--- config.mk ---
export PLATFORM = sky130hd
export DESIGN_NAME = timer_dev
export DESIGN_NICKNAME = d
export VERILOG_FILES = /design/src/rtl/timer_dev.sv
export SDC_FILE = /design/constraint.sdc
export NUM_CORES = 1
export LEC_CHECK = 0
export CAP_MARGIN = 25
export CORE_UTILIZATION = 30
export DETAILED_ROUTE_END_ITERATION = 7
export HOLD_SLACK_MARGIN = 0.12
export PLACE_DENSITY_LB_ADDON = 0.05
export SLEW_MARGIN = 20
export SYNTH_ARGS = -nofsm -noshare
export SYNTH_HDL_FRONTEND = slang
export SYNTH_SLANG_ARGS = --single-unit
export TNS_END_PERCENT = 5
--- constraint.sdc ---
create_clock -name clk -period 4.6 [get_ports clk]
set_clock_uncertainty 0.2 [all_clocks]
set_input_delay 0.46 -clock clk [delete_from_list [all_inputs] [get_ports clk]]
set_output_delay 0.46 -clock clk [all_outputs]
set_load 0.02 [all_outputs]
--- src/rtl/timer_dev.sv ---
// Memory-mapped countdown timer with CTRL/PRESET/COUNT registers and a maskable interrupt.
// Define TIMER_AUTORELOAD_EN to make MODE=01 auto-reload; otherwise every mode is one-shot.
module timer_dev #(
  parameter logic [31:0] RESET_PRESET = 32'h0
) (
  input  logic        clk,
  input  logic        reset,
  input  logic [31:2] addr,
  input  logic        we,
  input  logic [31:0] din,
  output logic [31:0] dout,
  output logic        irq
);

  typedef enum logic [1:0] {IDLE, CNT, INT} state_t;

`ifdef TIMER_AUTORELOAD_EN
  localparam logic AUTO_OK = 1'b1;
`else
  localparam logic AUTO_OK = 1'b0;
`endif

  state_t      state;
  logic        en;
  logic [1:0]  mode;
  logic        im;
  logic [31:0] preset;
  logic [31:0] count;
  logic        irq_flag;
  logic [1:0]  sel;
  logic        unused_addr;

  assign sel         = addr[3:2];
  assign unused_addr = ^addr[31:4];

  // MODE=1x falls back to one-shot, as does everything when auto-reload is compiled out
  function automatic logic reload_sel(input logic [1:0] m);
    return AUTO_OK && (m == 2'b01);
  endfunction

  always_ff @(posedge clk or posedge reset) begin
    if (reset) begin
      state    <= IDLE;
      en       <= 1'b0;
      mode     <= 2'b00;
      im       <= 1'b0;
      preset   <= RESET_PRESET;
      count    <= 32'h0;
      irq_flag <= 1'b0;
    end else begin
      case (state)
        IDLE: begin
          if (en) begin
            count <= preset;
            state <= CNT;
          end
        end
        CNT: begin
          if (!en) begin
            state <= IDLE;
          end else if (count > 32'd1) begin
            count <= count - 32'd1;
          end else begin
            count    <= 32'h0;
            irq_flag <= 1'b1;
            state    <= INT;
          end
        end
        INT: begin
          state <= IDLE;
          if (reload_sel(mode)) irq_flag <= 1'b0;
          else                  en       <= 1'b0;
        end
        default: state <= IDLE;
      endcase

      // CPU writes come last so they override the FSM's EN clear and flag set
      if (we) begin
        case (sel)
          2'd0: begin
            en       <= din[0];
            mode     <= din[2:1];
            im       <= din[3];
            irq_flag <= 1'b0;
          end
          2'd1: begin
            preset   <= din;
            irq_flag <= 1'b0;
          end
          default: ;
        endcase
      end
    end
  end

  always_comb begin
    dout = 32'h0;
    case (sel)
      2'd0:    dout = {28'h0, im, mode, en};
      2'd1:    dout = preset;
      2'd2:    dout = count;
      default: dout = 32'h0;
    endcase
  end

  assign irq = irq_flag & im;

endmodule

==> run metrics, run 1 <==
RSZ-0062 raised after global routing=false; top area cells in the synthesized netlist=dfrtp_1, mux2_2, a22o_1, and3_1, a21oi_1; worst-path fanout max=15; syn avg cell area=~10 µm²; Top FF cell, synth=dfrtp_1; drt initial violations=280; routed wire length=12400 µm; H-tree levels=3; Synth Area in XOR/XNOR=0; PD cells=513 mW/mm²; Skew-Pair Late Insertion Delay=between 300 and 400 ps; Die ar.=0.0143 mm²; Die X=120 µm; pin count of the biggest net entering global routing=40; FF+latch count, synth=71; Worst EP required=4570 ps; Worst Tran Pin Value=893 ps; Cell variety after synth=58; GPL Wtd Cong=0.800; Worst VDD drop=around 0.19 mV; Synth Area in Compound Gates=0.210; initial antenna violation count=0; average wire per standard cell=19.1 µm; Worst Setup SP=count[26]$_DFFE_PP0P_; Switching Fraction=0.383; leakage power=2.08 nW; fin. max-slew vios=0; Net Switching=0.00103 W; Final HPWL DP=8200 µm; vias in the first global route=3593; CTS tree=built; post-CTS resize count=0; Critical Path, Cell by Cell=or4_4 -> nor4b_4 -> and4_1 -> or2_1 -> o311ai_0; nets@finish=~540; Max stage delay cell, worst path=or2_1; Residual DRC=0; Post CTS Setup Buffer Count=0; largest area contributor in the netlist=dfrtp_1; max frequency=0.314 GHz; Critical Path End Type=register; area of the multi-input gates=0.00219 mm²; CTS sink cnt=71; Fin. Hold Viols=0; Die H=roughly 120 µm; port buffer count=69; Synth Area in Adders=0.00602; HP Start=mode[0]$_DFFE_PP0P_; status=completed; number of flops mapped to enable cells by yosys=0; synth-to-layout area growth=26.2%; worst relative slew slack=0.404; Syn. warnings=0; Site Rows=42; ANT cells=0; Routed Antenna Nets=0; GRT Total Usage=0.184; Core Area=about 0.013 mm²; WP data arrival=3150 ps; share of synthesized registers carrying an async set or reset=1.00; sequential cell area=0.00178 mm²; reg2reg start=count[26]$_DFFE_PP0P_; CTS Hold Buffers Added=0; count leader, synth=dfrtp_1; Worst Setup Path Type=reg2reg; Flop pwr share=0.418; clock power share=0.237; Top Metal Used=met4; post-synthesis cell area=around 0.0042 mm²; DR WL met3=540 µm; setup tns final=0 ps; DR pass1 iterations=4; crit path time final=3180 ps; Worst-path clk slew=60 ps; Worst setup SP type=register; Root Buffer=clkbuf_16; Yosys top cell area share=0.427; routed wl met2=around 5600 µm; largest family of logic cells by synthesized area=compound AO/OA/AOI/OAI gates; Synth Instances=~420; layout cells sized above 1=0.171; initial core utilization=0.310; post-synthesis mux area share=0.107; CTS buffer count=9; Hold WS=a little over 300 ps; fill count=1363; Synth Area in Simple Gates=0.201; Logic pwr share=0.346; clk buf depth=2; register area share after synthesis=0.427; setup violators final=0; CP peak stage delay=~750 ps; Syn Nets=483; synth cell count leaders=dfrtp_1, mux2_2, nand2_1; vias=~3500; Max Cap Viol=0; Final Cycle Share=0.692; Hold WC Path Type=reg2reg; num ports=98; wire length of the first global-routing pass=20100 µm; wl on met1=just over 6000 µm; internal power=0.00166 W; post-DR vias/cell=between 5 and 6; total gr overflow=0
[sequential cells by signal, summed over array words and instances, names as in the netlist]
name	cells
count	32
state	2
irq_flag	1
en	1
preset	32
mode	2
im	1
[routing by layer]
metal	up-vias	GRT usage
li1	1708	-
met1	1744	0.249
met2	78	0.286
met3	4	0.0504
met4	0	0.0500
met5	-	0
[path summary, 6_finish.rpt]
| path | end | slack (ps) | depth (start not counted) |
|---|---|---|---|
| max in group asynchronous | preset[1]$_DFFE_PP0P_ | 2770 | 3 |
| min in group asynchronous | irq_flag$_DFF_PP0_ | 380 | 2 |
| worst min register to register | mode[0]$_DFFE_PP0P_ | 310 | 1 |
| worst max-delay path | count[14]$_DFFE_PP0P_ | 1420 | 5 |
| worst min-delay path | mode[0]$_DFFE_PP0P_ | 310 | 1 |
| worst max register to register | count[14]$_DFFE_PP0P_ | 1420 | 5 |
[layout by cell type, fill, tap and decap left out, types with 3 or more instances in the layout]
cell	count
o211ai_2	6
mux2_2	36
a22o_1	27
o21ai_0	10
or4_1	6
nand3_1	24
o311ai_0	6
inv_1	8
nor2_1	14
nor3_1	7
clkdlybuf4s50_1	69
o31ai_1	5
and3_1	22
a31oi_1	9
o311ai_2	3
nor4_1	6
dfrtp_1	71
a21oi_1	25
clkbuf_16	9
nand4_1	8
buf_4	10
mux2i_1	4
nand2_1	31
or3_1	6
a32oi_1	3
[power by group through the flow]
stage	Sequential (W)	Combinational, W	Clock, W
2_1_floorplan	0.00102	0.000695	0
3_3_place_gp	0.00112	0.000929	0
3_5_place_dp	0.00113	0.000937	0
4_1_cts	0.00112	0.000943	0.000663
5_1_grt	0.00117	0.00103	0.000684
6_report	0.00112	0.000931	0.000637
[worst max-delay path, delay by kind of cell (launching register included)]
family | cells | cell delay, ps
AND/OR/NAND/NOR | 4 | 2100
flip-flops | 1 | 450
AO/OA/AOI/OAI | 1 | 250
[metrics by stage]
stage / cells / worst slack, ps / instance area [µm²] / power, W / util
after floorplan: 416 / 2140 / 4160 / 0.00171 / -
after global placement: 636 / 1380 / 4980 / 0.00205 / 0.372
after detailed placement: 636 / 1360 / 4980 / 0.00207 / 0.372
after CTS: 650 / 1380 / 5250 / 0.00273 / 0.392
after global routing: 650 / 1210 / 5250 / 0.00288 / 0.392
final: 650 / 1420 / 5250 / 0.00269 / 0.392
[cell type report]
cell class,instances,area share
clock buffers,13,0.0496
well taps,176,0.0420
repair buffers,79,0.146
clock inverters,1,0.000954
flip-flops and latches,71,0.338
inverters,9,0.00644
multi-input cells,301,0.417
[logic make-up (layout without fill, tap and decap cells)]
family	after synthesis	count (layout)
simple gates	146	146
compound gates	113	113
mux	40	40
fa+ha+maj	2	2
flops	71	71
buf+inv	44	102
Power figures use the tool's default switching activity.
==> inputs of run 2 (changes only) <==
==> constraint.sdc (replaced) <==
create_clock -name clk -period 2.95 [get_ports clk]
set_clock_uncertainty 0.2 [all_clocks]
set_input_delay 0.295 -clock clk [delete_from_list [all_inputs] [get_ports clk]]
set_output_delay 0.295 -clock clk [all_outputs]
set_load 0.02 [all_outputs]
==> run metrics, run 2 (synthesized netlist as in run 1, its figures left out) <==
worst-path fanout max=9 (-6); fin. max-slew vios=0 (unchanged); Residual DRC=0 (unchanged); Max stage delay cell, worst path=or3_1; CP peak stage delay=490 ps (-260 ps); wire length of the first global-routing pass=20700 µm (+3.1%); reg2reg start=count[18]$_DFFE_PP0P_; CTS buffer count=9 (unchanged); R2R cell count=6 (+1); RSZ-0062 raised after global routing=false; Bufs and invs on worst path=1 (+1); post-DR vias/cell=5.47 (+0.62%); max frequency=0.388 GHz (+24%); initial antenna violation count=0 (unchanged); average wire per standard cell=19.1 µm (about the same); CP Depth=6 (+1); CTS tree=built; Worst Setup SP=count[18]$_DFFE_PP0P_; vias in the first global route=3668 (+2.1%); Skew-Pair Late Insertion Delay=340 ps (about the same); Top Metal Used=met4; worst relative slew slack=0.355 (-0.0491); critical path endpoint=count[17]$_DFFE_PP0P_; Final Cycle Share=0.873 (+0.181); Die ar.=0.0143 mm² (unchanged); Worst setup SP type=register; nets@finish=554 (+3.0%); commonest non-fill, non-tap cells in the layout=dfrtp_1, clkdlybuf4s50_1, mux2_2, nand2_1, a22o_1; drt initial violations=195 (-30%); num ports=98 (unchanged); GRT Total Usage=0.189 (+0.00546); r2r setup slk=370 ps (-1040 ps); clk buf depth=2 (unchanged); Worst VDD drop=0.266 mV (+41%); Core Area=0.0134 mm² (unchanged); WP data arrival=2570 ps (-580 ps); Critical Path End Type=register; Final HPWL DP=8460 µm (+3.1%); PD cells=791 mW/mm² (+54%); Routed Antenna Nets=0 (unchanged); wl on met1=6180 µm (+1.2%); Die X=120 µm (unchanged); Crit Reg-Reg Endpoint=count[17]$_DFFE_PP0P_; Hold WC Path Type=reg2reg; design area=0.00539 mm² (+2.6%); setup tns final=0 ps (unchanged); CTS sink cnt=71 (unchanged); Max Cap Viol=0 (unchanged); Die H=120 µm (unchanged); Worst-path clk slew=60 ps (about the same); Site Rows=42 (unchanged); routed wire length=12700 µm (+2.6%); Fin. Hold Viols=0 (unchanged); port buffer count=69 (unchanged); Worst Tran Pin Value=966 ps (+72.6 ps); layout cells sized above 1=0.191 (+0.0206); Root Buffer=clkbuf_16; leakage power=2.16 nW (+3.9%); DR pass1 iterations=5 (+1); commonest non-fill, non-tap cell in the layout=dfrtp_1; GPL Wtd Cong=0.816 (+1.9%); Placed Area=0.00512 mm² (+2.7%); Critical Path, Cell by Cell=or3_1 -> nor4b_4 -> buf_4 -> nand4_1 -> nand2_1 -> o311ai_0; DR WL met3=654 µm (+21%); pin count of the biggest net entering global routing=53 (+33%); total gr overflow=0 (unchanged); H-tree levels=3 (unchanged); family with the most delay on the worst path=simple AND/OR/NAND/NOR gates; vias=3649 (+3.3%); Cells on Worst Hold Path=1 (unchanged); synth-to-layout area growth=29.5%; setup violators final=0 (unchanged); Util after Layout=0.402 (+0.0104); Worst Setup Path Type=reg2reg; Largest regs=count x32, preset x32; crit path time final=2580 ps (-607 ps); initial core utilization=0.310 (unchanged); routed wl met2=5640 µm (+0.30%); ANT cells=0 (unchanged); Worst EP required=2950 ps (-1620 ps); status=completed
run 2: stage by stage:
stage	setup slack, ps	total power, W	hold slack (ps)	cells
2_1_floorplan	574	0.00267	180	416
3_3_place_gp	377	0.00326	295	651
3_5_place_dp	352	0.00327	298	651
4_1_cts	354	0.00430	310	667
5_1_grt	179	0.00456	320	667
6_report	374	0.00426	306	667
run 2: how the worst min path moves through the flow:
stage,start,slack [ps],end
after floorplan,we,180,irq_flag$_DFF_PP0_
after global placement,mode[0]$_DFFE_PP0P_,300,mode[0]$_DFFE_PP0P_
after detailed placement,mode[1]$_DFFE_PP0P_,300,mode[1]$_DFFE_PP0P_
after CTS,mode[1]$_DFFE_PP0P_,310,mode[1]$_DFFE_PP0P_
after global routing,mode[1]$_DFFE_PP0P_,320,mode[1]$_DFFE_PP0P_
final,mode[1]$_DFFE_PP0P_,310,mode[1]$_DFFE_PP0P_
run 2: final cells by class:
type / count / area [µm²]
fillers: 1363 / 8010
multi-input cells: 301 / 2180
flip-flops and latches: 71 / 1780
repair buffers: 95 / 913
clock buffers: 14 / 254
well taps: 176 / 220
inverters: 9 / 33.8
clock inverters: 1 / 5.00
run 2: worst reg2reg max path, stage by stage (launching register included):
cell and delay [ps]:
dfrtp_1 420, or3_1 490, nor4b_4 290, buf_4 220
nand4_1 270, nand2_1 360, o311ai_0 190
run 2: routing by layer:
metal	track usage	vias to the layer above
li1	-	1741
met1	0.264	1793
met2	0.281	100
met3	0.0494	15
met4	0.0656	0
met5	0	-
run 2: power by group:
| part | internal [W] | switching, W | total [W] |
|---|---|---|---|
| sequential | 0.00129 | 0.000447 | 0.00174 |
| combinational | 0.000734 | 0.000790 | 0.00152 |
| clock | 0.000588 | 0.000415 | 0.00100 |
run 2: timing repair:
item,4_1_cts,5_1_grt
hold endpoints to repair,3,0
hold buffers,1,0
buffers inserted,0,0
resized for setup,0,0
==> inputs of run 3 (changes only) <==
--- a/config.mk
+++ b/config.mk
@@ -6,7 +6,7 @@
 export NUM_CORES = 1
 export LEC_CHECK = 0
 export CAP_MARGIN = 25
-export CORE_UTILIZATION = 30
+export CORE_UTILIZATION = 50
 export DETAILED_ROUTE_END_ITERATION = 7
 export HOLD_SLACK_MARGIN = 0.12
 export PLACE_DENSITY_LB_ADDON = 0.05
==> run metrics, run 3 (synthesized netlist as in run 1, its figures left out) <==
status=completed; max frequency=0.369 GHz (-5.0%); Core Area=0.00789 mm² (-41%); reg2reg start=count[26]$_DFFE_PP0P_; worst relative slew slack=0.450 (+0.0950); post-DR vias/cell=6.24 (+14%); GRT Total Usage=0.280 (+0.0915); Fin. Hold Viols=0 (unchanged); clk buf depth=2 (unchanged); CTS tree=built; Worst setup SP type=register; Final Cycle Share=0.919 (+0.0456); Residual DRC=0 (unchanged); Die H=93.2 µm (-22%); Hold WS=150 ps (-156 ps); initial antenna violation count=0 (unchanged); Skew-Pair Late Insertion Delay=350 ps (about the same); Worst Setup Path Type=reg2reg; Site Rows=32 (-24%); vias=3688 (+1.1%); layout cells sized above 1=0.198 (+0.00692); leakage power=2.12 nW (-1.9%); routed wire length=11100 µm (-13%); setup tns final=0 ps (unchanged); PD cells=766 mW/mm² (-3.2%); fin. max-slew vios=0 (unchanged); Root Buffer=clkbuf_8; wire length of the first global-routing pass=19000 µm (-8.2%); Worst Tran Pin Value=824 ps (-142 ps); RSZ-0062 raised after global routing=false; Worst Setup SP=count[26]$_DFFE_PP0P_; total gr overflow=0 (unchanged); average wire per standard cell=18.8 µm (-1.3%); vias in the first global route=3742 (+2.0%); crit path time final=2710 ps (+135 ps); post-CTS resize count=0 (unchanged); setup violators final=0 (unchanged); DR pass1 iterations=4 (-1); Final HPWL DP=7520 µm (-11%); Hold WC Path Type=in2async; Critical Path End Type=register; worst-path fanout max=8 (-1); pin count of the biggest net entering global routing=72 (+36%); CTS buffer count=9 (unchanged); WP data arrival=2710 ps (+140 ps); commonest non-fill, non-tap cells in the layout=dfrtp_1, clkdlybuf4s50_1, mux2_2, nand2_1, a22o_1; CTS sink cnt=71 (unchanged); CTS Hold Buffers Added=0 (-1); design area=0.00519 mm² (-3.6%); Routed Antenna Nets=0 (unchanged); fill count=674 (-51%); port buffer count=69 (unchanged); Largest regs=count x32, preset x32; initial core utilization=0.527 (+0.217); Worst-path clk slew=70 ps (about the same); num ports=98 (unchanged); Placed Area=0.00502 mm² (-1.9%); commonest non-fill, non-tap cell in the layout=dfrtp_1; Post CTS Setup Buffer Count=0 (unchanged); Die X=93.2 µm (-22%); H-tree levels=3 (unchanged); synth-to-layout area growth=24.8%; GPL Wtd Cong=0.889 (+9.0%); Max Cap Viol=0 (unchanged); drt initial violations=181 (-7.2%); ANT cells=0 (unchanged); nets@finish=554 (unchanged); Worst VDD drop=0.385 mV (+45%); Die ar.=0.00869 mm² (-39%); Worst EP required=2950 ps (about the same)
==> run 3: worst paths after layout <==
| path | to | slack [ps] | cells past startpoint |
|---|---|---|---|
| max | count[21]$_DFFE_PP0P_ | 240 | 6 |
| min | preset[22]$_DFFE_PP0P_ | 150 | 3 |
| max reg2reg | count[21]$_DFFE_PP0P_ | 240 | 6 |
| min reg2reg | mode[1]$_DFFE_PP0P_ | 320 | 1 |
| max in group asynchronous | preset[9]$_DFFE_PP0P_ | 2070 | 3 |
| min in group clk | mode[1]$_DFFE_PP0P_ | 320 | 1 |
==> run 3: per-layer routing <==
metal	wire length (µm)	global-route usage
met5	0	0
met2	5250	0.445
met4	157	0.0872
met1	5090	0.392
met3	631	0.0472
==> run 3: per-stage QoR <==
step / utilization / setup WS [ps] / instances / power, W
after global placement: 0.637 / 295 / 578 / 0.00321
after detailed placement: 0.637 / 280 / 578 / 0.00326
final: 0.658 / 239 / 591 / 0.00398
after global routing: 0.658 / 22.9 / 591 / 0.00425
after floorplan: - / 574 / 416 / 0.00267
after CTS: 0.658 / 264 / 591 / 0.00398
==> run 3: worst max-delay path: stages, from the launching register on <==
cell and delay, ps:
dfrtp_1 470, or4_4 610, nor4b_4 320, and4_1 470, or2_1 180, buf_4 170, o311ai_0 140
==> run 3: final cells by class <==
type	count	area, µm²	area share
multi-input combinational	301	2180	0.421
sequential	71	1780	0.342
timing repair buffer	95	898	0.173
clock buffer	12	165	0.0318
tap	102	128	0.0246
inverter	9	33.8	0.00651
clock inverter	1	5.00	0.000964
==> run 3: report_power, final <==
| group | internal, W | total (W) | switching (W) |
|---|---|---|---|
| clock | 0.000359 | 0.000714 | 0.000354 |
| sequential | 0.00129 | 0.00171 | 0.000419 |
| combinational | 0.000751 | 0.00156 | 0.000805 |
